<file path="src/rtl/slc3_mem_pkg.sv">
// Shared types and constants for the SLC-3 SRAM access path.
package slc3_mem_pkg;

  // Default and largest supported number of ACCESS cycles per SRAM cycle.
  localparam int unsigned WAIT_STATES_DEFAULT = 2;
  localparam int unsigned WAIT_STATES_MAX     = 7;

  // Access sequencer states.
  typedef enum logic [2:0] {
    StIdle,
    StSetup,
    StAccess,
    StHold,
    StDone
  } mem_state_e;

  // Number of ACCESS cycles for an operation: writes always need at least one
  // cycle with the write strobe low, reads may skip ACCESS entirely.
  function automatic logic [2:0] access_cycles(input logic is_write,
                                               input int unsigned wait_states);
    logic [2:0] cycles;
    cycles = 3'(wait_states);
    if (is_write && (cycles == 3'd0)) begin
      cycles = 3'd1;
    end
    return cycles;
  endfunction

endpackage

</file>
<file path="src/rtl/sram_wait_counter.sv">
// 3-bit down counter that times the ACCESS phase of an SRAM cycle.
module sram_wait_counter (
  input  logic       clk_i,
  input  logic       rst_i,
  input  logic       load_i,
  input  logic [2:0] load_val_i,
  input  logic       dec_i,
  output logic [2:0] count_o
);

  logic [2:0] count_q, count_d;

  // Load has priority; decrement saturates at zero.
  always_comb begin
    count_d = count_q;
    if (load_i) begin
      count_d = load_val_i;
    end else if (dec_i && (count_q != 3'd0)) begin
      count_d = count_q - 3'd1;
    end
  end

  // Count register with synchronous reset.
  always_ff @(posedge clk_i) begin
    if (rst_i) begin
      count_q <= 3'd0;
    end else begin
      count_q <= count_d;
    end
  end

  assign count_o = count_q;

endmodule

</file>
<file path="src/rtl/sram_access_ctrl.sv">
// SRAM access sequencer: turns level read/write requests from the control
// unit into one timed asynchronous-SRAM cycle each, with a one-cycle Ack.
module sram_access_ctrl
  import slc3_mem_pkg::*;
#(
  parameter int unsigned WAIT_STATES = WAIT_STATES_DEFAULT
) (
  input  logic        Clk,
  input  logic        Reset,
  input  logic        Req_Rd,
  input  logic        Req_Wr,
  input  logic [15:0] ADDR,
  input  logic [15:0] Data_from_CPU,
  output logic [15:0] Data_to_CPU,
  output logic        Ack,
  output logic        Busy,
  output logic [15:0] SRAM_ADDR,
  output logic        SRAM_OE_N,
  output logic        SRAM_WE_N,
  output logic [15:0] Data_to_SRAM,
  input  logic [15:0] Data_from_SRAM
);

  localparam int unsigned WaitClamped =
      (WAIT_STATES > WAIT_STATES_MAX) ? WAIT_STATES_MAX : WAIT_STATES;
  localparam logic [2:0] RdWaitCycles = access_cycles(1'b0, WaitClamped);
  localparam logic [2:0] WrWaitCycles = access_cycles(1'b1, WaitClamped);

  mem_state_e  state_q, state_d;
  logic        op_wr_q, op_wr_d;
  logic        armed_q, armed_d;
  logic [15:0] addr_q, addr_d;
  logic [15:0] wdata_q, wdata_d;
  logic [15:0] rdata_q, rdata_d;

  logic        accept;
  logic        cnt_load;
  logic        cnt_dec;
  logic [2:0]  cnt_load_val;
  logic [2:0]  cnt_count;
  logic        cnt_last;

  sram_wait_counter u_wait_counter (
    .clk_i      (Clk),
    .rst_i      (Reset),
    .load_i     (cnt_load),
    .load_val_i (cnt_load_val),
    .dec_i      (cnt_dec),
    .count_o    (cnt_count)
  );

  assign cnt_last = (cnt_count == 3'd1);

  // A request is taken only from IDLE and only once per request level.
  assign accept = (state_q == StIdle) && armed_q && (Req_Rd || Req_Wr);

  // Next-state, latch and counter-control decode.
  always_comb begin
    state_d      = state_q;
    op_wr_d      = op_wr_q;
    armed_d      = armed_q;
    addr_d       = addr_q;
    wdata_d      = wdata_q;
    rdata_d      = rdata_q;
    cnt_load     = 1'b0;
    cnt_dec      = 1'b0;
    cnt_load_val = op_wr_q ? WrWaitCycles : RdWaitCycles;

    // Re-arm whenever both request levels are low; cannot coincide with accept.
    if (!Req_Rd && !Req_Wr) begin
      armed_d = 1'b1;
    end

    case (state_q)
      StIdle: begin
        if (accept) begin
          state_d = StSetup;
          op_wr_d = Req_Wr;  // write wins when both requests are high
          armed_d = 1'b0;
          addr_d  = ADDR;
          if (Req_Wr) begin
            wdata_d = Data_from_CPU;
          end
        end
      end

      StSetup: begin
        cnt_load = 1'b1;
        if (op_wr_q || (RdWaitCycles != 3'd0)) begin
          state_d = StAccess;
        end else begin
          // Zero-wait read: SETUP is the only OE cycle, capture on leaving it.
          state_d = StDone;
          rdata_d = Data_from_SRAM;
        end
      end

      StAccess: begin
        cnt_dec = 1'b1;
        if (cnt_last) begin
          if (op_wr_q) begin
            state_d = StHold;
          end else begin
            state_d = StDone;
            rdata_d = Data_from_SRAM;
          end
        end
      end

      StHold: begin
        state_d = StDone;
      end

      StDone: begin
        state_d = StIdle;
      end

      default: begin
        state_d = StIdle;
      end
    endcase
  end

  // State and datapath registers; reset overrides any access in flight.
  always_ff @(posedge Clk) begin
    if (Reset) begin
      state_q <= StIdle;
      op_wr_q <= 1'b0;
      armed_q <= 1'b0;
      addr_q  <= 16'h0000;
      wdata_q <= 16'h0000;
      rdata_q <= 16'h0000;
    end else begin
      state_q <= state_d;
      op_wr_q <= op_wr_d;
      armed_q <= armed_d;
      addr_q  <= addr_d;
      wdata_q <= wdata_d;
      rdata_q <= rdata_d;
    end
  end

  // Strobes decode from registered state only, so requests never reach them
  // combinationally; op_wr_q selects exactly one strobe, keeping them exclusive.
  always_comb begin
    SRAM_OE_N = 1'b1;
    SRAM_WE_N = 1'b1;
    if (!op_wr_q && ((state_q == StSetup) || (state_q == StAccess))) begin
      SRAM_OE_N = 1'b0;
    end
    if (op_wr_q && (state_q == StAccess)) begin
      SRAM_WE_N = 1'b0;
    end
  end

  assign Busy         = (state_q != StIdle);
  assign Ack          = (state_q == StDone);
  assign SRAM_ADDR    = addr_q;
  assign Data_to_SRAM = wdata_q;
  assign Data_to_CPU  = rdata_q;

endmodule

</file>
<file path="config.mk">
export PLATFORM = sky130hd
export DESIGN_NAME = sram_access_ctrl
export DESIGN_NICKNAME = d
export VERILOG_FILES = /design/src/rtl/slc3_mem_pkg.sv /design/src/rtl/sram_wait_counter.sv /design/src/rtl/sram_access_ctrl.sv
export SDC_FILE = /design/constraint.sdc
export NUM_CORES = 1
export LEC_CHECK = 0
export BUFFER_PORTS_ARGS = -buffer_cell sky130_fd_sc_hd__buf_4
export CELL_PAD_IN_SITES_DETAIL_PLACEMENT = 0
export CELL_PAD_IN_SITES_GLOBAL_PLACEMENT = 1
export CORE_MARGIN = 2
export CORE_UTILIZATION = 32
export DETAILED_ROUTE_END_ITERATION = 7
export PLACE_DENSITY = 0.76
export SYNTH_ARGS = -nofsm -noshare
export SYNTH_HDL_FRONTEND = slang
export SYNTH_SLANG_ARGS = --single-unit
</file>
<file path="constraint.sdc">
create_clock -name Clk -period 2.3 [get_ports Clk]
set_input_delay 0.575 -clock Clk [delete_from_list [all_inputs] [get_ports Clk]]
set_output_delay 0.575 -clock Clk [all_outputs]
set_load 0.1 [all_outputs]
</file>
---- After elaboration in Yosys (flattened, before gate mapping) ----
Cells that the tools add are included.
word-level totals
  logic and storage cells ................. 50
  input bits .............................. 52
  output and inout bits ................... 52
  flip-flop bits (word level) ............. 56
operators by class
  equal/unequal tests ..................... 7
  mux-type cells .......................... 13
  $add $sub $neg .......................... 1
  reduce and logical (&&, ||, !) cells .... 20
  bitwise operators ....................... 1
operators by type and width
  operator               count
  $pmux W3 S4            1
  $mux W3                3
  $mux W1                7
  $eq A3 B1 Y1 const B   2
  $eq A3 B2 Y1 const B   2
  $logic_and A1 B1 Y1    6
  $reduce_and A3 Y1      2
  $reduce_bool A3 Y1     2
  $mux W2                2
  $ne A2 B2 Y1 const B   2
  $reduce_and A2 Y1      2
  $eq A3 B3 Y1 const B   1
  $logic_not A1 Y1       3
  $logic_not A3 Y1       1
  $sub A3 B1 Y3 const B  1
  $logic_or A1 B1 Y1     2
  $reduce_bool A2 Y1     1
  $reduce_or A2 Y1       1
  $not A1 Y1             1

---- Longest topological paths before layout ----
  depth after elaboration ................. 5
  mapped depth ............................ 7
  gate-level depth less buffers ........... 5

---- By module ----
Synthesis repeated with hierarchy kept, for this count alone.
unflattened totals
  cell total of the unflattened synthesis .. 275
  area total of the unflattened synthesis .. 2581.2 um^2
by module, submodules not included
  module             times used  cells each  seq. area each (um^2)  area each (um^2)
  sram_access_ctrl   1           254         1061.0                 2398.6
  sram_wait_counter  1           21          60.1                   182.7

---- Least setup slack after synthesis ----
No wires, ideal clock.
  kind .................................... register to output
  start ................................... register state_q[0]
  end ..................................... output SRAM_OE_N
  data arrival time ....................... 2732 ps
  path buffers ............................ 1
  cell stages (with the launch flop) ...... 4
  data required time ...................... 1725 ps
  setup slack ............................. -1007 ps
  path through ............................ dfxtp_1 -> buf_6 -> and2b_1 -> o21ai_0
on the way
  longest elaborated chain between the ends .. 4
  elaborated cells on any way between the ends .. 5
  those cells by class .................... 2 x eq/ne; 1 x mux; 2 x reduce/logical
ends and longest elaborated chain
  element                                              RTL line                 RTL
  start: declaration                                   sram_access_ctrl.sv:29   mem_state_e state_q, state_d;
  start signal: assignment                             sram_access_ctrl.sv:127  state_q <= StIdle;
  start signal: assignment                             sram_access_ctrl.sv:134  state_q <= state_d;
  $eq A3 B1 Y1 / $eq A3 B2 Y1 (equally long branches)  sram_access_ctrl.sv:148  if (!op_wr_q && ((state_q == StSetup) || (state_q == StAccess))) begin
  $logic_or A1 B1 Y1 (*)                               sram_access_ctrl.sv:148
  $logic_and A1 B1 Y1 (*)                              sram_access_ctrl.sv:148
  $mux W1 (*)                                          sram_access_ctrl.sv:148
  end: declaration                                     sram_access_ctrl.sv:18   output logic SRAM_OE_N,
Mark *: on every way between the ends. The rest lies on a longest branch, timed or not.

---- Final worst setup path ----
Same ends and word-level chain as after synthesis.

==> reports/qor.txt <==
Post-place instance area -> 3120 um2
Maximum achievable frequency -> 471 MHz
Maximum buffer depth of the clock tree -> 2
Synthesis-to-finish area growth -> 42.8%
Hold WC Path Type -> flip-flop to flip-flop
Combinational cell fraction of total power -> 0.435
Number of DRC violations after detailed routing -> 0
Placeable core region -> 6790 um2
Maximum Capacitance Violations -> 0
Sum of negative setup slack -> 0 ns
CP Capture Type -> output pin
Filler cell count -> 712
X dimension of the die -> 88.0 um
Count of placed standard cells in the final layout, fillers left out -> 462
DIE AREA -> 7740 um2
Total standard cell area after synthesis -> 2260 um2
Detailed Route Iter0 Violations -> 91
Total chip power -> 3.12 mW
Vertical die dimension -> 88.0 um
Number of resized instances in the post-cts repair step -> 0
Deepest level of the CTS H-tree -> 2
Total congestion overflow after global routing -> 0
Count of inserted antenna diode cells -> 0
Clock network power share -> 0.209
Number of buffers added by the clock tree synthesis step -> 5
Clock Sink Count -> 56
Wire length after detailed routing -> 6520 um
Worst-path clk slew -> 0.10 ns
Worst clock skew -> 0.0100 ns
Average routed wire per standard cell -> 14.1 um
Cells after Synth -> 274
Cell at the slowest stage of the critical path -> dfxtp_1
Mean instance size in the synthesized netlist -> 8.24 um2
Clock latency at the later pin of the worst-skew pair -> 0.31 ns
Total half-perimeter wirelength after legalization and detailed placement -> 4350 um
Capture endpoint of the worst hold path -> Data_to_SRAM[3]
Via count of the first global-routing pass -> 2136
Total vias in the final route -> 2334
Count of buffering cells on the critical path with inverters included -> 1
Total power per unit cell area -> 967 nW/um2
Remaining number of nets flagged by the antenna check after routing -> 0
Net switching power -> 1.44 mW
Data arrival at the endpoint of the critical path -> 1.55 ns
Slew @ Worst Pin -> 0.642 ns
P_int -> 1.68 mW
Sequential cell area -> 1120 um2
Worst Path Class, Setup -> flip-flop to output pin
Final cell area excluding filler cells -> 3220 um2
Overall track demand over capacity in global routing -> 0.166
Library cell with the largest summed area after synthesis -> dfxtp_1
Worst Min Path Start -> Data_to_SRAM[3]
Worst slew slack as a fraction of its limit -> 0.572
Initial core utilization -> 0.332
Final hold slack -> 0.480 ns
Final critical-path required period -> 2.12 ns
Unrepaired setup endpoints after global routing -> false
Share of total power consumed by net switching -> 0.461
Worst R2R Start -> u_wait_counter.count_o[1]
Net count reported at finish -> 420
Worst r2r dst -> Data_to_CPU[5]
Footprint of the multi-input gates -> 1020 um2
First-pass GRT wire length -> 10300 um
Delay of the slowest cell on the worst path -> 0.53 ns
Number of synthesis warnings -> 0
Ports placed on the boundary -> 104
Post-synthesis cell type count -> 30
# port buffers -> 103
Type of origin of the critical path -> flip-flop
Net Count, Synth -> 329
Register area share after synthesis -> 0.497
Depth of the most critical reg-to-reg path -> 5
Drt first pass iters -> 5
Worst path cell trace -> and2b_1 > o21ai_1 > buf_4
Clock tree from TritonCTS -> yes
Worst Path Max Fanout -> 9
CP required -> 1.73 ns
Flip-flop and latch count after synthesis -> 56
Part of the cycle the worst path needs -> 0.922
Post-CTS Setup Bufs -> 0
Final setup violating endpoints -> 0
Clock root cell -> clkbuf_8
Cells on Worst Hold Path -> 2
Register-to-register path setup slack -> 0.63 ns
Cell class contributing the biggest share of worst-path delay -> flip-flops
Final count of pins violating max slew -> 0
Static Leak -> 1.31 nW
Final hold violation count -> 0
Maximum vdd drop -> 516 uV
Logic depth of the worst setup path including buffers -> 3
Vias per inst -> 5.05
Global placer's final weighted congestion -> 0.718
Placed Cells incl. Taps -> 454
Std-Cell Rows -> 30
Largest net degree at the start of global routing -> 47
Status -> completed
Total of hold buffers inserted after clock tree synthesis -> 0
Number of antenna violations at the first check in global routing -> 0
Top cells by area, synth -> dfxtp_1 50%, a21oi_1 12%, nand3_1 11%
Share of cells above drive strength 1 -> 0.339
Proportion of netlist area held by the largest area contributor -> 0.497
Part of the total power dissipated in sequential elements -> 0.356
## cells in the mapped netlist (all sizes together)
library cell and number:
o21a 1, clkbuf 23, and3 1, and2b 1, o211a 1, and2 1, a21o 1, ha 3
nor3b 4, or4 1, nand2 4, nor2 3, dfxtp 56, a311oi 1, buf 4, inv 5
nand2b 2, a21oi 52, nor2b 1, o21ai 52, nand3 49, or3b 2, a211oi 4, nor3 2
## worst max-delay path by stage
stage / from / endpoint / slack, ns
floorplan: state_q[0] / SRAM_OE_N / -0.25
global placement: state_q[0] / SRAM_OE_N / 0.54
detailed placement: state_q[0] / SRAM_OE_N / 0.51
CTS: state_q[0] / SRAM_OE_N / 0.16
global route: state_q[0] / SRAM_OE_N / 0.06
finish: state_q[0] / SRAM_OE_N / 0.18
## area by class of cell
| class | count | area share |
|---|---|---|
| clock buffer | 6 | 0.0225 |
| clock inverter | 2 | 0.0109 |
| inverter | 5 | 0.00582 |
| multi-input combinational | 186 | 0.317 |
| sequential | 56 | 0.348 |
| tap | 96 | 0.0373 |
| timing repair buffer | 111 | 0.258 |
## kinds of logic after synthesis
family	after synthesis	synth area share
fa+ha+maj	3	0.0166
buf+inv	32	0.0593
flops	56	0.497
simple gates	71	0.169
compound gates	112	0.259
## worst min-delay path, delay by kind of cell, from the launching register on
| family | cells | cell delay [ns] |
|---|---|---|
| flip-flops | 1 | 0.32 |
| AO/OA/AOI/OAI | 2 | 0.12 |
## cell usage in the layout, fill, tap and decap left out, types with 2 or more instances in the layout
cell      Yosys  layout
a211oi_1      4       4
clkbuf_8      0       5
buf_4         1     111
nand3_1      49      49
o21ai_0      47      46
nand2b_1      2       2
nor2_1        3       3
ha_1          3       3
nor3b_2       0       3
a21oi_1      52      52
dfxtp_1      56      56
inv_1         4       4
nand2_1       4       4
o21ai_1       5       6
## power groups by stage
stage / Sequential, mW / Clock (mW) / Combinational [mW]
finish: 1.11 / 0.652 / 1.36
CTS: 1.11 / 0.664 / 1.36
floorplan: 1.36 / 0 / 0.756
detailed placement: 1.13 / 0 / 1.36
global route: 1.12 / 0.708 / 1.45
global placement: 1.13 / 0 / 1.36
## sequential cells by signal (all words and copies together), names as in the netlist
name                    cells
op_wr_q                     1
u_wait_counter.count_o      3
Data_to_SRAM               16
Data_to_CPU                16
state_q                     3
armed_q                     1
SRAM_ADDR                  16
## per-layer routing
layer / GRT usage / vias to the layer above / share of wire
li1: - / 1156 / -
met1: 0.222 / 1089 / 0.46
met2: 0.259 / 84 / 0.44
met3: 0.0622 / 5 / 0.094
met4: 0.0350 / 0 / 0.0083
met5: 0 / - / 0
## stage by stage
| step | utilization | setup WS, ns |
|---|---|---|
| 2_1_floorplan | - | -0.253 |
| 3_3_place_gp | 0.459 | 0.540 |
| 3_5_place_dp | 0.459 | 0.508 |
| 4_1_cts | 0.475 | 0.159 |
| 5_1_grt | 0.475 | 0.0589 |
| 6_report | 0.475 | 0.179 |
Note: power is estimated with default switching activity, not from simulation.
